[src/rtl/sdram_pkg.sv]
// Shared definitions for the SDRAM initialisation sequencer:
// command encodings, mode-register field positions, the sequencer state
// enum and small elaboration-time helpers.
package sdram_pkg;

    // {CS_N, RAS_N, CAS_N, WE_N}
    localparam logic [3:0] CMD_NOP = 4'b0111;
    localparam logic [3:0] CMD_PRE = 4'b0010;
    localparam logic [3:0] CMD_AR  = 4'b0001;
    localparam logic [3:0] CMD_LMR = 4'b0000;

    // Mode-register field positions
    localparam int unsigned MR_BL_LSB  = 0;
    localparam int unsigned MR_CAS_LSB = 4;
    localparam int unsigned MR_WB_BIT  = 9;

    typedef enum logic [3:0] {
        S_WAIT,
        S_PRE,
        S_TRP,
        S_AR,
        S_TRFC,
        S_LMR,
        S_TMRD,
        S_EMR,
        S_TMRD2,
        S_DONE
    } state_t;

    function automatic logic [9:0] mode_word(input logic wb, input logic [2:0] cas,
                                             input logic [2:0] bl);
        logic [9:0] w;
        w                     = '0;
        w[MR_BL_LSB +: 3]     = bl;
        w[MR_CAS_LSB +: 3]    = cas;
        w[MR_WB_BIT]          = wb;
        return w;
    endfunction

    function automatic int unsigned max3(input int unsigned a, input int unsigned b,
                                         input int unsigned c);
        int unsigned m;
        m = a;
        if (b > m) m = b;
        if (c > m) m = c;
        return m;
    endfunction

endpackage

[src/rtl/sdram_gap_timer.sv]
// Loadable saturating down-counter.
//   clk, rst : clock and synchronous active-high reset (reset loads RST_VAL)
//   load     : load counter with value
//   value    : load value
//   expired  : one-cycle pulse while the count is 1, i.e. the cycle before
//              the count reaches zero; an owner changing state on this
//              pulse does so exactly `value` edges after the load edge.
module sdram_gap_timer #(
    parameter int unsigned W       = 4,
    parameter int unsigned RST_VAL = 0
) (
    input  logic         clk,
    input  logic         rst,
    input  logic         load,
    input  logic [W-1:0] value,
    output logic         expired
);

    logic [W-1:0] r_cnt;

    always_ff @(posedge clk) begin
        if (rst) begin
            r_cnt <= W'(RST_VAL);
        end else if (load) begin
            r_cnt <= value;
        end else if (r_cnt != '0) begin
            r_cnt <= r_cnt - W'(1);
        end
    end

    assign expired = (r_cnt == W'(1));

endmodule

[src/rtl/sdram_init_cfg.sv]
// SDRAM power-up initialisation sequencer.
// After reset: wait WAIT_CYC cycles, PRE-all, AREF_NUM auto-refreshes,
// LMR and optionally EMR, each followed by its NOP gap, then DONE.
// A reinit_req pulse in DONE restarts from PRE without the power-up wait.
//   clk, rst    : clock, synchronous active-high reset
//   reinit_req  : re-initialisation request pulse (honoured only in DONE)
//   init_cmd    : {CS_N,RAS_N,CAS_N,WE_N}
//   init_ba     : bank address
//   init_addr   : address bus
//   init_busy   : high while not DONE
//   init_end    : high in DONE
module sdram_init_cfg
    import sdram_pkg::*;
#(
    parameter int unsigned       WAIT_CYC   = 20000,
    parameter int unsigned       T_RP       = 2,
    parameter int unsigned       T_RFC      = 7,
    parameter int unsigned       T_MRD      = 3,
    parameter int unsigned       AREF_NUM   = 2,
    parameter int unsigned       ADDR_W     = 13,
    parameter int unsigned       BA_W       = 2,
    parameter int unsigned       CAS_LAT    = 3,
    parameter logic [2:0]        BURST_CODE = 3'b111,
    parameter bit                WB_SINGLE  = 1'b0,
    parameter bit                EMR_EN     = 1'b0,
    parameter logic [ADDR_W-1:0] EMR_VAL    = '0
) (
    input  logic              clk,
    input  logic              rst,
    input  logic              reinit_req,
    output logic [3:0]        init_cmd,
    output logic [BA_W-1:0]   init_ba,
    output logic [ADDR_W-1:0] init_addr,
    output logic              init_busy,
    output logic              init_end
);

    localparam int unsigned W_WAIT = $clog2(WAIT_CYC + 2);
    localparam int unsigned W_GAP  = $clog2(max3(T_RP, T_RFC, T_MRD) + 1) + 1;

    localparam logic [ADDR_W-1:0] LMR_ADDR = ADDR_W'(mode_word(WB_SINGLE, 3'(CAS_LAT), BURST_CODE));
    localparam logic [BA_W-1:0]   EMR_BA   = BA_W'(2'b10);
    localparam logic [3:0]        AREF_N   = 4'(AREF_NUM);

    state_t            r_state;
    state_t            w_state_next;
    logic [3:0]        r_aref;
    logic              w_wait_exp;
    logic              w_gap_exp;
    logic              w_gap_load;
    logic [W_GAP-1:0]  w_gap_val;
    logic [3:0]        w_cmd;
    logic [BA_W-1:0]   w_ba;
    logic [ADDR_W-1:0] w_addr;

    // Reset preloads WAIT_CYC+1 so the WAIT->PRE edge lands on cycle WAIT_CYC.
    sdram_gap_timer #(
        .W       (W_WAIT),
        .RST_VAL (WAIT_CYC + 1)
    ) u_wait (
        .clk     (clk),
        .rst     (rst),
        .load    (1'b0),
        .value   ('0),
        .expired (w_wait_exp)
    );

    // Loaded on entry to each command state; the gap is counted from the
    // command cycle itself, so a gap of 1 skips the NOP hold state.
    sdram_gap_timer #(
        .W       (W_GAP),
        .RST_VAL (0)
    ) u_gap (
        .clk     (clk),
        .rst     (rst),
        .load    (w_gap_load),
        .value   (w_gap_val),
        .expired (w_gap_exp)
    );

    always_comb begin
        w_state_next = r_state;
        case (r_state)
            S_WAIT:         if (w_wait_exp) w_state_next = S_PRE;
            S_PRE, S_TRP:   w_state_next = w_gap_exp ? S_AR : S_TRP;
            S_AR, S_TRFC: begin
                if (w_gap_exp) w_state_next = (r_aref < AREF_N) ? S_AR : S_LMR;
                else           w_state_next = S_TRFC;
            end
            S_LMR, S_TMRD: begin
                if (w_gap_exp) w_state_next = EMR_EN ? S_EMR : S_DONE;
                else           w_state_next = S_TMRD;
            end
            S_EMR, S_TMRD2: w_state_next = w_gap_exp ? S_DONE : S_TMRD2;
            S_DONE:         if (reinit_req) w_state_next = S_PRE;
            default:        w_state_next = S_WAIT;
        endcase
    end

    // Gap load and output decode follow the next state so every output
    // is registered yet aligned with the state it describes.
    always_comb begin
        w_gap_load = 1'b0;
        w_gap_val  = '0;
        w_cmd      = CMD_NOP;
        w_ba       = '1;
        w_addr     = '1;
        case (w_state_next)
            S_PRE: begin
                w_gap_load = 1'b1;
                w_gap_val  = W_GAP'(T_RP);
                w_cmd      = CMD_PRE;
            end
            S_AR: begin
                w_gap_load = 1'b1;
                w_gap_val  = W_GAP'(T_RFC);
                w_cmd      = CMD_AR;
            end
            S_LMR: begin
                w_gap_load = 1'b1;
                w_gap_val  = W_GAP'(T_MRD);
                w_cmd      = CMD_LMR;
                w_ba       = '0;
                w_addr     = LMR_ADDR;
            end
            S_EMR: begin
                w_gap_load = 1'b1;
                w_gap_val  = W_GAP'(T_MRD);
                w_cmd      = CMD_LMR;
                w_ba       = EMR_BA;
                w_addr     = EMR_VAL;
            end
            default: ;
        endcase
    end

    always_ff @(posedge clk) begin
        if (rst) begin
            r_state   <= S_WAIT;
            r_aref    <= '0;
            init_cmd  <= CMD_NOP;
            init_ba   <= '1;
            init_addr <= '1;
            init_busy <= 1'b1;
            init_end  <= 1'b0;
        end else begin
            r_state <= w_state_next;
            if (w_state_next == S_PRE) begin
                r_aref <= '0;
            end else if (w_state_next == S_AR) begin
                r_aref <= r_aref + 4'd1;
            end
            init_cmd  <= w_cmd;
            init_ba   <= w_ba;
            init_addr <= w_addr;
            init_busy <= (w_state_next != S_DONE);
            init_end  <= (w_state_next == S_DONE);
        end
    end

endmodule

[config.mk]
export PLATFORM = sky130hd
export DESIGN_NAME = sdram_init_cfg
export DESIGN_NICKNAME = d
export VERILOG_FILES = /design/src/rtl/sdram_pkg.sv /design/src/rtl/sdram_gap_timer.sv /design/src/rtl/sdram_init_cfg.sv
export SDC_FILE = /design/constraint.sdc
export NUM_CORES = 1
export LEC_CHECK = 0
export ABC_CLOCK_PERIOD_IN_PS = 2770
export CAP_MARGIN = 20
export CORE_MARGIN = 4
export CORE_UTILIZATION = 56
export CTS_BUF_LIST = sky130_fd_sc_hd__clkbuf_4
export DETAILED_ROUTE_END_ITERATION = 6
export PLACE_DENSITY = 0.81
export SLEW_MARGIN = 10
export SYNTH_ARGS = -nofsm -noshare
export SYNTH_HDL_FRONTEND = slang
export SYNTH_SLANG_ARGS = --single-unit
[constraint.sdc]
create_clock -name clk -period 2.77 [get_ports clk]
set_input_delay 0.554 -clock clk [delete_from_list [all_inputs] [get_ports clk]]
set_output_delay 0.554 -clock clk [all_outputs]
set_load 0.005 [all_outputs]
==> results.cfg, run 1 <==
[outcome]
status = finished, final reports clean

[grt]
antenna_found_initial = 0
grt_overflow_total = 0
track_usage_pct = 17.4
grt_max_degree = 16
grt_pass1_wl_mm = 5.49
grt_pass1_vias = 1286

[place]
routabilityCongestion = 0.861
portBuffers = 22
post-dp-hpwl_mm = 2.38

[setup_path]
startpoint_type = register
crit_family = simple AND/OR/NAND/NOR gates
slowest_delay_ns = 0.49
endpoint_kind = register
regToRegSetupSlack_ns = 0.26
slowest_stage = a2111oi_4
worstSetupPathType = reg2reg
crit_path_max_fanout = 6
reg2regPathDepth = 8
arrival_ns = 2.79
timing.rr.start = u_gap.r_cnt[1]
r2r-end = r_aref[2]
cp.buffers_inverters = 1
crit_path_cell_trace = inv_1, ha_1, nor3b_2, maj3_2, a2111oi_4, nand4_2, or3b_1, a21oi_1
critPathRequiredTime_ns = 3.05

[logic_synthesis]
yosysMostFrequentCell = dfxtp_1
ys.flop_type = dfxtp_1
synth.distinct_cells = 48
synth_edf_count = 0
yosys_warnings = 0
syn_area_um2 = 1730
netlist.area_leader.share_pct = 40.6
ys_seq_area_share_pct = 40.6
ys_async_sr_fraction_pct = 0
syn_nets = 203
yosys.area.top_type = dfxtp_1
synth_area_leaders = dfxtp_1 (41%), buf_4 (5.6%), ha_1 (5.1%)
synthCells = 193
synth_top_cells_by_count = dfxtp_1 (35), nor2_1 (16), buf_4 (13)
ys_seq_elements = 35
synth_area_per_cell_um2 = 8.95

[cts]
root_buffer = clkbuf_4
cts_resized = 0
cts-htree-levels = 2
clk_latency_ns = 0.35
hold_buffers = 0
ctsLongestPathBuffers = 2
cts_tree = yes
clock_sinks = 35
clkTransAtPathRegs_ns = 0.11
cts_setup_buffers = 0
cts_buffers = 5

[drt]
drc = 0
detail_route.first_pass.iterations = 4
viasPerCell = 5.63
final_antenna_net_count = 0
route.detailed.wl_per_inst_um = 13.4
vias = 1329
wirelength_mm = 3.16
drtIter0Drc = 67

[hold_path]
hold_end = u_wait.r_cnt[3]
hold_start = u_wait.r_cnt[3]
min_path_type = reg2reg
min_path_cells = 2

[sta]
fmax_mhz = 398
finClkSkew_ns = 0.0141
setup-tns-final_ns = 0
hold_violations = 0
rsz0062_at_grt = false
timing.slew.headroom_pct = 48.7
drv_slew = 0
tightest_slew_ns = 0.765
setup_viol_count_final = 0
fin_crit_ns = 2.51
timing.final.crit_share_pct = 90.7

[die]
rows = 19
coreArea_um2 = 2850
die_h_um = 63.5
num_io_pins = 24
start_util_pct = 60.6
die_area_um2 = 4040
die_w_um = 63.5

[cells_and_area]
antennaDiodeCount = 0
drive_above_1_share_pct = 8.78
syn2layout_area_growth_pct = 11.7
utilization_pct = 67.7
fin_nets = 214

[power]
powerDensity_nw_per_um2 = 573
power_leakage_nw = 0.727
ir_drop_mv = 0.465

[job]
cap_violations = 0
-- worst max path at each step --
stage / slack, ns / end / start / cells after the start
after floorplan: 0.54 / r_aref[2] / u_gap.r_cnt[1] / 8
after global placement: 0.44 / r_aref[2] / u_gap.r_cnt[1] / 8
after detailed placement: 0.31 / r_aref[2] / u_gap.r_cnt[1] / 8
after CTS: 0.28 / r_aref[2] / u_gap.r_cnt[1] / 8
after global routing: 0.11 / r_aref[2] / u_gap.r_cnt[1] / 8
final: 0.26 / r_aref[2] / u_gap.r_cnt[1] / 8
-- layout make-up --
type	instances	area [um^2]
clock inverter	2	12.5
timing repair buffer	23	228
tap	31	38.8
inverter	8	30.0
sequential	35	701
multi-input combinational	131	876
clock buffer	6	45.0
fill	244	922
-- stage by stage --
step	worst slack (ns)	cells	power, mW	area, um^2	hold slack, ns
after detailed placement	0.311	228	0.832	1870	0.484
after CTS	0.277	236	1.12	1930	0.504
after global placement	0.437	228	0.813	1870	0.476
final	0.257	236	1.11	1930	0.503
after floorplan	0.538	193	0.778	1730	0.458
after global routing	0.109	236	1.19	1930	0.551
-- logic make-up (layout without fill, tap and decap cells) --
family,Yosys count,in the layout,share of synthesized area [%]
XOR/XNOR,11,11,5.58
AND/OR/NAND/NOR,76,76,24.8
AO/OA/AOI/OAI,33,33,13.6
other,2,2,0.435
multiplexers,1,1,0.579
adder cells (fa/ha/maj),8,8,5.72
buffers and inverters,27,39,8.76
flip-flops,35,35,40.6
-- worst min-delay path, stage by stage (launching register included) --
cell	delay, ns
dfxtp_1	0.33
o21ai_0	0.07
a21oi_1	0.06
-- power breakdown --
group / switching (mW) / total (mW) / internal, mW / leakage (nW)
clock: 0.175 / 0.283 / 0.108 / 0.0317
combinational: 0.134 / 0.246 / 0.112 / 0.410
sequential: 0.0372 / 0.577 / 0.540 / 0.285
-- sequential cells by signal, indices dropped and copies added (netlist names) --
signal	cells
init_addr	1
init_ba	2
init_busy	1
init_cmd	3
init_end	1
r_aref	4
r_state	4
u_gap.r_cnt	4
u_wait.r_cnt	15
-- routing by layer --
layer	track usage, %	vias up	part of all wire [%]
met5	0	-	0
met4	10.5	0	2.2
met3	6.75	10	5.3
met2	30.0	37	49
met1	17.7	606	43
li1	-	676	-
-- layout by cell type (no fill, tap or decap), drive strengths merged, types with 7 or more instances in the layout --
master / instances
ha: 7
a21oi: 12
clkdlybuf4s50: 22
inv: 8
o21ai: 7
nor2: 16
nor3: 7
dfxtp: 35
nand2: 12
Power figures use the tool's default switching activity.
==> run 2, diff against run 1 <==
--- a/config.mk
+++ b/config.mk
@@ -8,10 +8,9 @@
 export ABC_CLOCK_PERIOD_IN_PS = 2770
 export CAP_MARGIN = 20
 export CORE_MARGIN = 4
-export CORE_UTILIZATION = 56
+export CORE_UTILIZATION = 42
 export CTS_BUF_LIST = sky130_fd_sc_hd__clkbuf_4
 export DETAILED_ROUTE_END_ITERATION = 6
-export PLACE_DENSITY = 0.81
 export SLEW_MARGIN = 10
 export SYNTH_ARGS = -nofsm -noshare
 export SYNTH_HDL_FRONTEND = slang
==> run 2 against run 1 <==
Wire length fell by 3.7%. Critical path depth did not move. Clock-buffer cell count fell by 1. Maximum frequency rose by 3.4%. Design area rose by 2.6%. Combinational power barely moved. Global-route usage fell by 4.7 points. Worst hold slack barely moved. Core utilization fell by 18 points. Sequential power barely moved. Critical path type unchanged. Largest cell class unchanged. Highest routed layer unchanged.
==> results.cfg, run 2 (synthesis results as in run 1) <==
[grt]
grt_overflow_total = 0
track_usage_pct = 12.7
grt_max_degree = 27
antenna_found_initial = 0
grt_pass1_vias = 1200
grt_pass1_wl_mm = 5.16

[power]
p_seq_share_pct = 48.8
powerDensity_nw_per_um2 = 596
power_leakage_nw = 0.743
p_int_uw = 837
power_mw = 1.18
p_comb_share_pct = 20.7
swShare_pct = 29.1
ir_drop_mv = 0.367
p_switching_uw = 343
clkPwrFrac_pct = 30.5

[cts]
cts_buffers = 5
clk_latency_ns = 0.34
ctsLongestPathBuffers = 2
clock_sinks = 35
cts-htree-levels = 2
cts_setup_buffers = 0
clkTransAtPathRegs_ns = 0.11
root_buffer = clkbuf_4
cts_resized = 0
cts_tree = yes
hold_buffers = 0

[setup_path]
critPathRequiredTime_ns = 3.05
startpoint_type = register
worstSetupPathType = reg2reg
crit_path_max_fanout = 6
endpoint_kind = register
arrival_ns = 2.70

[cells_and_area]
regMostFlops = u_wait.r_cnt
fin_nets = 215
antennaDiodeCount = 0
syn2layout_area_growth_pct = 14.6
stdcell_count = 256
layout_common_cells = dfxtp_1 (35), clkdlybuf4s50_1 (22), nor2_1 (16)
largest_register_ff_count = 15
layout_commonest_cell = dfxtp_1
drive_above_1_share_pct = 8.74

[job]
cap_violations = 0

[drt]
drtIter0Drc = 97
wirelength_mm = 3.04
route.detailed.wl_per_inst_um = 11.9
viasPerCell = 5.18
drc = 0
vias = 1326
detail_route.first_pass.iterations = 4
final_antenna_net_count = 0

[sta]
timing.final.crit_share_pct = 87.7
fin_crit_ns = 2.43
setup-tns-final_ns = 0
drv_slew = 0
tightest_slew_ns = 0.475
finClkSkew_ns = 0.00780
fmax_mhz = 412
setup_viol_count_final = 0
rsz0062_at_grt = false
hold_violations = 0
timing.slew.headroom_pct = 67.5

[die]
start_util_pct = 43.2
die_area_um2 = 5200
die_w_um = 72.1
num_io_pins = 24
coreArea_um2 = 4000
rows = 23
die_h_um = 72.1

[place]
dp.cells = 248
post-dp-hpwl_mm = 2.23
routabilityCongestion = 0.830
portBuffers = 22

[outcome]
status = finished, final reports clean

[hold_path]
min_path_type = reg2reg
-- run 2: per-layer routing --
layer / global-route usage, % / routed length, um
met5: 0 / 0
met4: 5.64 / 46
met3: 4.57 / 185
met2: 21.0 / 1470
met1: 14.7 / 1340
-- run 2: cell type report --
cell class	count	area [um^2]
Multi-Input combinational cell	131	876
Fill cell	383	2020
Clock buffer	5	37.5
Timing Repair Buffer	24	235
Inverter	8	30.0
Clock inverter	3	38.8
Sequential cell	35	701
Tap cell	50	62.6
-- run 2: critical path, cell delays in order, from the launching register on --
cell and delay, ns:
dfxtp_1 0.36, inv_1 0.08, ha_1 0.17, nor3b_2 0.18, maj3_2 0.35, a2111oi_4 0.46, nand4_2 0.22, or3b_1 0.41
a21oi_1 0.13
-- run 2: final timing paths --
check	cells past startpoint	end	from	slack, ns
worst max-delay path	8	r_aref[2]	u_gap.r_cnt[1]	0.34
worst max register to register	8	r_aref[2]	u_gap.r_cnt[1]	0.34
worst min-delay path	2	r_aref[3]	r_aref[3]	0.50
worst min register to register	2	r_aref[3]	r_aref[3]	0.50
-- run 2: metrics by stage --
| stage | instance area [um^2] | hold slack [ns] | setup slack [ns] | utilization, % |
|---|---|---|---|---|
| after floorplan | 1730 | 0.458 | 0.538 | - |
| after global placement | 1900 | 0.477 | 0.428 | 47.6 |
| after detailed placement | 1900 | 0.481 | 0.356 | 47.6 |
| after CTS | 1980 | 0.503 | 0.320 | 49.5 |
| after global routing | 1980 | 0.525 | 0.182 | 49.5 |
| final | 1980 | 0.503 | 0.340 | 49.5 |
-- run 2: power by group through the flow --
| stage | clock network, mW | logic [mW] | registers, mW |
|---|---|---|---|
| floorplan | 0 | 0.198 | 0.580 |
| global placement | 0 | 0.235 | 0.585 |
| detailed placement | 0 | 0.244 | 0.587 |
| CTS | 0.375 | 0.246 | 0.576 |
| global route | 0.400 | 0.277 | 0.582 |
| finish | 0.360 | 0.244 | 0.577 |
==> run 3, diff against run 2 <==
--- a/config.mk
+++ b/config.mk
@@ -10,7 +10,9 @@
 export CORE_MARGIN = 4
 export CORE_UTILIZATION = 42
 export CTS_BUF_LIST = sky130_fd_sc_hd__clkbuf_4
+export CTS_CLUSTER_SIZE = 20
 export DETAILED_ROUTE_END_ITERATION = 6
+export PLACE_DENSITY_LB_ADDON = 0.3
 export SLEW_MARGIN = 10
 export SYNTH_ARGS = -nofsm -noshare
 export SYNTH_HDL_FRONTEND = slang
==> run 3 against run 2 <==
Flip-flop and latch count unchanged. Die area stayed put. Non-clock buffer count did not move. Combinational power shrank 4%. Critical path type unchanged.
==> results.cfg, run 3 (synthesis results as in run 1) <==
[cells_and_area]
layout_commonest_cell = dfxtp_1
antennaDiodeCount = 0
syn2layout_area_growth_pct = 13.5
num-fill-cells = 392
drive_above_1_share_pct = 9.22
stdcell_count = 256
fin_nets = 215
layout_common_cells = dfxtp_1 (35), clkdlybuf4s50_1 (22), nor2_1 (16)
regMostFlops = u_wait.r_cnt
utilization_pct = 49.0
largest_register_ff_count = 15

[setup_path]
cp.buffers_inverters = 1
worstSetupPathType = reg2reg
crit_path_max_fanout = 6
slowest_stage = a2111oi_4
arrival_ns = 2.75
endpoint_kind = register
critPathRequiredTime_ns = 3.05
slowest_delay_ns = 0.47
crit_family = simple AND/OR/NAND/NOR gates
startpoint_type = register
reg2regPathDepth = 8
cp_num_cells = 8
crit_path_cell_trace = inv_1, ha_1, nor3b_2, maj3_2, a2111oi_4, nand4_2, or3b_1, a21oi_1
timing.rr.start = u_gap.r_cnt[1]
regToRegSetupSlack_ns = 0.31
r2r-end = r_aref[2]

[die]
die_h_um = 72.1
die_area_um2 = 5200
num_io_pins = 24
rows = 23
die_w_um = 72.1
start_util_pct = 43.2
coreArea_um2 = 4000

[sta]
setup_viol_count_final = 0
timing.slew.headroom_pct = 67.1
finClkSkew_ns = 0.0123
tightest_slew_ns = 0.481
drv_slew = 0
setup_ws_ns = 0.306
fin_crit_ns = 2.46
fmax_mhz = 406
timing.final.crit_share_pct = 89.0
hold_violations = 0
rsz0062_at_grt = false
setup-tns-final_ns = 0

[cts]
hold_buffers = 0
cts_buffers = 5
clock_sinks = 35
cts_setup_buffers = 0
clkTransAtPathRegs_ns = 0.11
cts_resized = 0
cts_tree = yes
cts-htree-levels = 2
root_buffer = clkbuf_4
clk_latency_ns = 0.34
ctsLongestPathBuffers = 2

[grt]
antenna_found_initial = 0
grt_pass1_wl_mm = 5.26
grt_overflow_total = 0
track_usage_pct = 12.8
grt_pass1_vias = 1200
grt_max_degree = 27

[outcome]
status = finished, final reports clean

[drt]
final_antenna_net_count = 0
vias = 1317
viasPerCell = 5.14
drc = 0
detail_route.first_pass.iterations = 4
wirelength_mm = 3.08
route.detailed.wl_per_inst_um = 12.0
drtIter0Drc = 54

[place]
routabilityCongestion = 0.778
pre_cts_ws_ns = 0.335
post-dp-hpwl_mm = 2.16
dp.cells = 248
portBuffers = 22

[hold_path]
hold_start = r_aref[0]
hold_end = r_aref[0]
min_path_type = reg2reg
min_path_cells = 2

[job]
cap_violations = 0

[power]
ir_drop_mv = 0.291
power_leakage_nw = 0.736
power_mw = 1.10
powerDensity_nw_per_um2 = 561
-- run 3: layout make-up --
class,count,area (um^2),area share [%]
Inverter,8,30.0,1.53
Clock inverter,1,5.00,0.255
Multi-Input combinational cell,131,876,44.6
Tap cell,50,62.6,3.19
Clock buffer,7,52.6,2.68
Sequential cell,35,701,35.7
Timing Repair Buffer,24,235,12.0
-- run 3: per-layer routing --
layer  track usage [%]  up-vias  share of wire, %
met4              5.64        0               2.2
met3              4.43        8               5.7
met1              16.4      600                50
li1                  -      675                 -
met5                 0        -                 0
met2              19.4       34                42
-- run 3: where the power goes --
part / switching (mW) / internal [mW]
combinational: 0.124 / 0.111
sequential: 0.0372 / 0.540
clock: 0.169 / 0.119
total: 0.330 / 0.770
-- run 3: worst max path at each step --
stage,slack (ns),endpoint,from
final,0.31,r_aref[2],u_gap.r_cnt[1]
after global routing,0.16,r_aref[2],u_gap.r_cnt[1]
after CTS,0.30,r_aref[2],u_gap.r_cnt[1]
after detailed placement,0.33,r_aref[2],u_gap.r_cnt[1]
after global placement,0.42,r_aref[2],u_gap.r_cnt[1]
after floorplan,0.54,r_aref[2],u_gap.r_cnt[1]
-- run 3: worst reg2reg max path, delay by kind of cell, from the launching register on --
kind | cells | cell delay, ns
adder cells (fa/ha/maj) | 2 | 0.52
AO/OA/AOI/OAI | 2 | 0.60
buffers and inverters | 1 | 0.08
AND/OR/NAND/NOR | 3 | 0.83
flip-flops | 1 | 0.36
-- run 3: per-stage QoR --
stage	hold WS, ns	instance area [um^2]
5_1_grt	0.535	1960
2_1_floorplan	0.458	1730
3_5_place_dp	0.480	1900
3_3_place_gp	0.477	1900
6_report	0.496	1960
4_1_cts	0.497	1960
